### config.mk
export PLATFORM = sky130hd
export DESIGN_NAME = note_scheduler
export DESIGN_NICKNAME = d
export VERILOG_FILES = /design/src/rtl/note_scheduler_pkg.sv /design/src/rtl/key_priority_pick.sv /design/src/rtl/note_scheduler.sv
export SDC_FILE = /design/constraint.sdc
export NUM_CORES = 1
export LEC_CHECK = 0
export ABC_AREA = 1
export ABC_CLOCK_PERIOD_IN_PS = 2750
export CAP_MARGIN = 15
export CORE_UTILIZATION = 40
export CTS_CLUSTER_SIZE = 20
export DETAILED_ROUTE_END_ITERATION = 16
export PLACE_DENSITY = 0.58
export SYNTH_ARGS = -nofsm -noshare
export SYNTH_HDL_FRONTEND = slang
export SYNTH_SLANG_ARGS = --single-unit
### constraint.sdc
create_clock -name clk -period 2.75 [get_ports clk]
set_input_delay 0.825 -clock clk [delete_from_list [all_inputs] [get_ports clk]]
set_output_delay 0.825 -clock clk [all_outputs]
set_load 0.05 [all_outputs]
### src/rtl/note_scheduler_pkg.sv
// Shared definitions for the note scheduler: key count, index width and FSM state encoding.
package note_scheduler_pkg;
  localparam int NKEYS = 16;
  localparam int IDX_W = 4;

  typedef enum logic [1:0] {
    IDLE = 2'd0,
    MONO = 2'd1,
    ARP  = 2'd2,
    MUTE = 2'd3
  } state_t;
endpackage

### src/rtl/key_priority_pick.sv
// Combinational key picker: highest set bit (mode 0) or the next set bit above cur,
// wrapping to the lowest set bit (mode 1).
module key_priority_pick
  import note_scheduler_pkg::*;
(
  input  logic [NKEYS-1:0] mask,
  input  logic [IDX_W-1:0] cur,
  input  logic             mode,
  output logic [IDX_W-1:0] idx,
  output logic             any
);

  logic [IDX_W-1:0] hi_idx;
  logic [IDX_W-1:0] lo_idx;
  logic [IDX_W-1:0] nx_idx;
  logic             nx_found;

  // Descending scan so the last hit is the smallest qualifying index.
  always_comb begin
    hi_idx   = '0;
    lo_idx   = '0;
    nx_idx   = '0;
    nx_found = 1'b0;
    for (int i = 0; i < NKEYS; i++) begin
      if (mask[i]) hi_idx = IDX_W'(i);
    end
    for (int i = NKEYS - 1; i >= 0; i--) begin
      if (mask[i]) lo_idx = IDX_W'(i);
      if (mask[i] && (i > int'(cur))) begin
        nx_idx   = IDX_W'(i);
        nx_found = 1'b1;
      end
    end
    idx = mode ? (nx_found ? nx_idx : lo_idx) : hi_idx;
  end

  assign any = |mask;

endmodule

### src/rtl/note_scheduler.sv
// Picks the single sounding piano key for the tone generator (MONO last-pressed or
// timed ARP cycle) and drives the Pmod amplifier control pins.
module note_scheduler
  import note_scheduler_pkg::*;
#(
  parameter int   ARP_DIV  = 25_000_000,
  parameter logic GAIN_LVL = 1'b1
) (
  input  logic             clk,
  input  logic             reset,
  input  logic             play,
  input  logic             arp_mode,
  input  logic [NKEYS-1:0] keys,
  output logic [IDX_W-1:0] note_idx,
  output logic             note_valid,
  output logic             note_start,
  output logic             amp_shutdown_n,
  output logic             amp_gain
);

  localparam int               CNT_W      = $clog2(ARP_DIV);
  localparam logic [CNT_W-1:0] CNT_RELOAD = CNT_W'(ARP_DIV - 1);

  state_t           state;
  logic [NKEYS-1:0] keys_q;
  logic [CNT_W-1:0] arp_cnt;

  logic [NKEYS-1:0] press;
  logic             press_any;
  logic [NKEYS-1:0] hi_mask;
  logic [IDX_W-1:0] hi_idx;
  logic             hi_any;
  logic [IDX_W-1:0] nx_idx;
  logic             held_any;
  logic             owner_rel;
  logic             mode_mismatch;

  assign press     = keys & ~keys_q;
  assign press_any = |press;

  // Leaving MUTE treats every held key as freshly pressed, so pick from held there.
  assign hi_mask = (state == MUTE) ? keys : (press_any ? press : keys);

  key_priority_pick u_pick_hi (
    .mask (hi_mask),
    .cur  (note_idx),
    .mode (1'b0),
    .idx  (hi_idx),
    .any  (hi_any)
  );

  key_priority_pick u_pick_next (
    .mask (keys),
    .cur  (note_idx),
    .mode (1'b1),
    .idx  (nx_idx),
    .any  (held_any)
  );

  assign owner_rel     = note_valid && !keys[note_idx];
  assign mode_mismatch = arp_mode != (state == ARP);
  assign amp_gain      = GAIN_LVL;

  always_ff @(posedge clk or posedge reset) begin
    if (reset) begin
      keys_q         <= '0;
      state          <= IDLE;
      note_idx       <= '0;
      note_valid     <= 1'b0;
      note_start     <= 1'b0;
      amp_shutdown_n <= 1'b0;
      arp_cnt        <= CNT_RELOAD;
    end else begin
      keys_q     <= keys;
      note_start <= 1'b0;
      if (!play) begin
        state          <= MUTE;
        note_valid     <= 1'b0;
        amp_shutdown_n <= 1'b0;
      end else begin
        amp_shutdown_n <= 1'b1;
        case (state)
          MUTE: begin
            if (hi_any) begin
              state      <= arp_mode ? ARP : MONO;
              note_idx   <= hi_idx;
              note_valid <= 1'b1;
              note_start <= 1'b1;
              arp_cnt    <= CNT_RELOAD;
            end else begin
              state <= IDLE;
            end
          end
          IDLE: begin
            if (press_any) begin
              state      <= arp_mode ? ARP : MONO;
              note_idx   <= hi_idx;
              note_valid <= 1'b1;
              note_start <= 1'b1;
              arp_cnt    <= CNT_RELOAD;
            end
          end
          MONO, ARP: begin
            if (!held_any) begin
              state      <= IDLE;
              note_valid <= 1'b0;
            end else if (mode_mismatch) begin
              // Mode flip keeps the current note sounding without a re-strike.
              state   <= arp_mode ? ARP : MONO;
              arp_cnt <= CNT_RELOAD;
            end else if (state == MONO) begin
              if (press_any || owner_rel) begin
                note_idx   <= hi_idx;
                note_start <= 1'b1;
              end
            end else begin
              if (owner_rel || (arp_cnt == '0)) begin
                note_idx   <= nx_idx;
                note_start <= 1'b1;
                arp_cnt    <= CNT_RELOAD;
              end else begin
                arp_cnt <= arp_cnt - 1'b1;
              end
            end
          end
          default: state <= IDLE;
        endcase
      end
    end
  end

endmodule

==> Word-level counts from Yosys, hierarchy flattened <==
Index checks and enable logic that the tools add are counted.
{ "word_totals": {"wordCells": 173, "register_bits": 50} }
{ "classes": {"eq_ne": 15, "n_reduce_logical": 29, "muxes": 103, "bitwise": 2, "magnitude_cmp": 16, "addsub": 1} }
{ "ops": {"columns": ["cell", "n"], "rows": [
  ["4-bit two-way mux", 47],
  ["25-bit two-way mux", 6],
  ["25-bit case mux with 3 select lines", 1],
  ["16-bit OR reduction", 3],
  ["4-bit > comparator (first input constant)", 8],
  ["16-bit two-way mux", 2],
  ["1-bit two-way mux", 30],
  ["25-bit logical NOT", 1],
  ["25-bit by 1-bit subtractor with 25-bit output (second input constant)", 1],
  ["3-bit inequality test (second input constant)", 6],
  ["16-bit bitwise AND", 1],
  ["3-bit by 4-bit > comparator with 1-bit output (first input constant)", 4],
  ["1-bit logical AND", 16],
  ["2-bit two-way mux", 8],
  ["16-bit NOT", 1],
  ["3-bit two-way mux", 4],
  ["4-bit case mux with 3 select lines", 1],
  ["2-bit by 4-bit > comparator with 1-bit output (first input constant)", 2],
  ["2-bit inequality test (second input constant)", 4],
  ["7-bit AND reduction", 1],
  ["1-bit case mux with 3 select lines", 2],
  ["2-bit case mux with 3 select lines", 1],
  ["4-bit by 5-bit < comparator with 1-bit output (second input constant)", 1],
  ["5-bit AND reduction", 1],
  ["12 further kinds", 14]
]} }

==> Longest topological paths before layout <==
{ "depth": {"depth_word": 25, "mapped_depth": 24} }

==> Modules after synthesis <==
From an unflattened synthesis, not the netlist that was laid out.
{ "unflattened": {"hier_cells": 724, "hier_area_um2": 4401.7} }
{ "by_module_without_submodules": {"columns": ["mod", "cells_each", "area_each_um2", "instances"], "rows": [
  ["note_scheduler", 428, 3103.0, 1],
  ["key_priority_pick", 148, 649.4, 2]
]} }

==> Worst setup path before layout <==
OpenSTA, ideal clock, no wires.
{ "synth_path": {"path_kind": "input to register", "from": "input port keys[15]", "to": "register arp_cnt[9]", "path_slack_ps": 353, "path_buffers": 0, "t_arrival_ps": 2333, "path_stages": 15, "t_required_ps": 2686, "cell_sequence": "nor4_1 nand2_1 nor2_2 inv_2 nor2_2 nor2_2 inv_2 nor2_4 inv_2 or2_4 inv_4 nand2_2 inv_1 a21oi_1 o21a_1"} }
{ "synth_between": {"elab_chain_len": 10} }
{ "synth_lines": {"columns": ["item", "line", "rtl"], "rows": [
  ["start: declaration", "note_scheduler.sv:13", "input logic [NKEYS-1:0] keys,"],
  ["1-bit binary-select mux with 4-bit select", "note_scheduler.sv:60", "assign owner_rel = note_valid && !keys[note_idx];"],
  ["1-bit two-way mux (implied by the code)", "note_scheduler.sv:60", null],
  ["1-bit logical NOT", "note_scheduler.sv:60", null],
  ["1-bit logical AND", "note_scheduler.sv:60", null],
  ["1-bit logical OR", "note_scheduler.sv:117", "if (owner_rel || (arp_cnt == '0)) begin"],
  ["25-bit two-way mux", "note_scheduler.sv:117", null],
  ["25-bit two-way mux", "note_scheduler.sv:111", "end else if (state == MONO) begin"],
  ["25-bit two-way mux", "note_scheduler.sv:107", "end else if (mode_mismatch) begin"],
  ["25-bit two-way mux", "note_scheduler.sv:104", "if (!held_any) begin"],
  ["25-bit case mux with 3 select lines", "note_scheduler.sv:82", "case (state)"],
  ["end signal: assignment", "note_scheduler.sv:122", "arp_cnt <= arp_cnt - 1'b1;"],
  ["end: declaration", "note_scheduler.sv:26", "logic [CNT_W-1:0] arp_cnt;"]
]} }
Parallel ways exist; a longest one is shown, timed or not. The select of a mux whose other input is x is not followed.
A chain may end at the register's enable or synchronous reset.

==> Final worst setup path <==
{ "layout_path": {"from": "input port keys[11]", "to": "register arp_cnt[19]"} }
Same word-level chain as after synthesis.

==> flow_metrics.env <==
export IMPL_slew_viol_final=0
export IMPL_power_uw=3550
export IMPL_io_buffer_count=26
export IMPL_grt_overflow_total=0
export IMPL_synthCells=526
export IMPL_core_area_mm2=0.00868
export IMPL_drtAntennaViolNets=0
export IMPL_rrSetupSlack_ps=360
export IMPL_regToRegStartpoint="note_idx[3]$_DFFE_PP0P_"
export IMPL_firstDrtPassIters=5
export IMPL_power_leakage_uw=0.00230
export IMPL_async_flop_share=1.00
export IMPL_period_needed_ps=2610
export IMPL_cts_buffer_depth=2
export IMPL_cp_slowest_cell="or2_4"
export IMPL_die_x_um=96.3
export IMPL_cts_tree="built"
export IMPL_syn_avg_cell_area_um2=6.76
export IMPL_grt_pass1_vias=3665
export IMPL_hp_start="arp_cnt[18]$_DFFE_PP1P_"
export IMPL_n_fill_cell=869
export IMPL_clk_latency_ps=310
export IMPL_utilization=0.540
export IMPL_final_setup_tns_ps=0
export IMPL_die_h_um=96.3
export IMPL_area_growth_pct=31.8
export IMPL_crit_path_end_kind="register"
export IMPL_slew_headroom=0.663
export IMPL_h_tree_depth=2
export IMPL_ys_types=47
export IMPL_synthTopCellsByArea="dfrtp_1, dfstp_2, nand2_1"
export IMPL_mappedNetlistArea_mm2=0.00355
export IMPL_power_density_mw_per_mm2=758
export IMPL_synth_seq_cells=50
export IMPL_post_route_period_util=0.950
export IMPL_drive_above_1_share=0.248
export IMPL_crit_required_ps=3000
export IMPL_vdd_ir_drop_worst_uv=237
export IMPL_synth_main_ff_cell="dfrtp_1"
export IMPL_syn_nets=552
export IMPL_numCtsBuffers=5
export IMPL_pin_count=28
export IMPL_rr_worst_depth=14
export IMPL_final_area_mm2=0.00468
export IMPL_drt_wl_total_um=10400
export IMPL_route_detailed_drc=0
export IMPL_viasPerCell=5.04
export IMPL_r2r_end="note_idx[0]$_DFFE_PP0P_"
export IMPL_yosysWarnings=0
export IMPL_rows=34
export IMPL_skew_ps=14.9
export IMPL_cap_violations=0
export IMPL_grt_pass1_wl_um=17200
export IMPL_yosysSeqAreaShare=0.358
export IMPL_setup_violations_final=0
export IMPL_hold_path_depth=2
export IMPL_max_stage_delay_ps=270
export IMPL_antenna_cells=0
export IMPL_crit_path_max_fanout=6
export IMPL_outcome="complete, no violations"
export IMPL_worstPathArrival_ps=2860
export IMPL_wl_per_cell_um=13.9
export IMPL_clock_sinks=50
export IMPL_gp_congestion=0.921
export IMPL_detailed_place_hpwl_um=8250
export IMPL_clk_pin_slew_ps=90
export IMPL_synth_area_leader_cell="dfrtp_1"
export IMPL_antenna_found_initial=0
export IMPL_nets=671
export IMPL_place_area_mm2=0.00457
export IMPL_tightest_slew_ps=504
export IMPL_hold_class="reg -> reg"
export IMPL_synthDominantCellAreaShare=0.232
export IMPL_crit_type="in -> reg"
export IMPL_min_to="arp_cnt[18]$_DFFE_PP1P_"
export IMPL_synth_edf_count=0
export IMPL_critPathLaunchType="input pin"
export IMPL_crit_chain="clkdlybuf4s15_1 > nand2_2 > nand2_2 > nor2_1 > nand2_1 > nor2_4 > clkinv_2 > nor2_1 > nor2_2 > inv_2 > nor2_4 > inv_2 > or2_4 > nor4_4 > buf_4 > nand3_2 > or2_0 > nand2_1"
export IMPL_dieArea_mm2=0.00926
export IMPL_holdWs_ps=499
export IMPL_start_util=0.409
export IMPL_grt_max_degree=34
export IMPL_cts_root_buf="clkbuf_8"
export IMPL_dr_total_vias=3803
export IMPL_hold_buffers=0
export IMPL_fmax_mhz=383
export IMPL_drt_iter0_markers=223
export IMPL_grt_usage=0.242
export IMPL_hold_violations=0
-- layout make-up --
cell class / count / area (um2) / area share
tap: 108 / 135 / 0.0289
timing repair buffer: 120 / 912 / 0.195
clock buffer: 6 / 82.6 / 0.0176
clock inverter: 2 / 12.5 / 0.00267
multi-input combinational: 375 / 1920 / 0.409
sequential: 50 / 1270 / 0.272
inverter: 93 / 353 / 0.0753
-- cell families after synthesis --
group                      synth area share
and+or+nand+nor                       0.338
adders and majority gates            0.0211
DFF                                   0.358
buffers and inverters                 0.112
xor gates and xnor gates             0.0123
AOI/OAI and AO/OA                     0.157
other                               0.00106
-- stage by stage --
step,worst slack (ps),std cells
finish,138,754
global route,-17.2,754
CTS,18.0,750
detailed placement,-504,739
global placement,-519,739
floorplan,353,526
-- cell usage after synthesis, types with 8 or more instances --
| cell | count |
|---|---|
| nor4_1 | 9 |
| nand3_1 | 34 |
| a21oi_1 | 23 |
| nand2_1 | 117 |
| o21ai_0 | 32 |
| nor2_1 | 68 |
| dfstp_2 | 17 |
| inv_1 | 85 |
| o31ai_1 | 13 |
| o211ai_1 | 8 |
| nor3_1 | 11 |
| dfrtp_1 | 33 |
-- report_power, final --
part / leakage (uW) / internal (uW) / switching (uW)
Combinational: 0.00167 / 832 / 1280
Sequential: 0.000582 / 849 / 124
Clock: 0.0000472 / 203 / 267
Total: 0.00230 / 1880 / 1670
-- repair_timing --
action                     in CTS  in global routing
setup buffers                   3                  4
gates cloned                    0                  0
setup endpoints to repair      29                 27
pin swaps                       6                 10
gates resized for setup        19                 38
-- how the worst max path moves through the flow --
stage / start / end / slack [ps] / depth (start not counted)
floorplan: keys[15] / arp_cnt[9]$_DFFE_PP0P_ / 350 / 15
global route: keys[11] / arp_cnt[19]$_DFFE_PP1P_ / -20 / 18
finish: keys[11] / arp_cnt[19]$_DFFE_PP1P_ / 140 / 18
global placement: keys[1] / arp_cnt[19]$_DFFE_PP1P_ / -520 / 17
detailed placement: keys[1] / arp_cnt[19]$_DFFE_PP1P_ / -500 / 17
CTS: keys[0] / arp_cnt[19]$_DFFE_PP1P_ / 20 / 19
-- flip-flops by register name, summed over array words and instances, names as in the netlist --
signal / cells
arp_cnt: 25
keys_q: 16
note_idx: 4
state: 2
amp_shutdown_n: 1
note_start: 1
note_valid: 1
-- routing by layer --
metal / global-route usage / share of wire / vias to the layer above
met2: 0.421 / 0.48 / 92
met1: 0.315 / 0.46 / 1740
met4: 0.0622 / 0.019 / 0
li1: - / - / 1950
met5: 0 / 0 / -
met3: 0.0308 / 0.045 / 21
-- critical path: cells and delay by family --
kind / cells / cell delay [ps]
buffers and inverters: 5 / 540
and+or+nand+nor: 13 / 1490
-- cells in the final DEF (no fill, tap or decap), types with 3 or more instances in the layout --
master,instances
nand2_1,114
buf_4,92
inv_1,84
nor2_1,67
nand3_1,34
dfrtp_1,33
o21ai_0,31
a21oi_1,23
dfstp_2,17
clkbuf_2,14
o31ai_1,13
nor3_1,11
clkdlybuf4s50_1,10
nor4_1,8
o211ai_1,8
inv_2,6
nand3b_1,6
ha_1,6
clkbuf_8,6
nand2_2,5
o21ai_1,5
nand4_1,5
nor2_4,4
xor2_1,4
nor2_2,3
(Power assumes the default switching activity.)
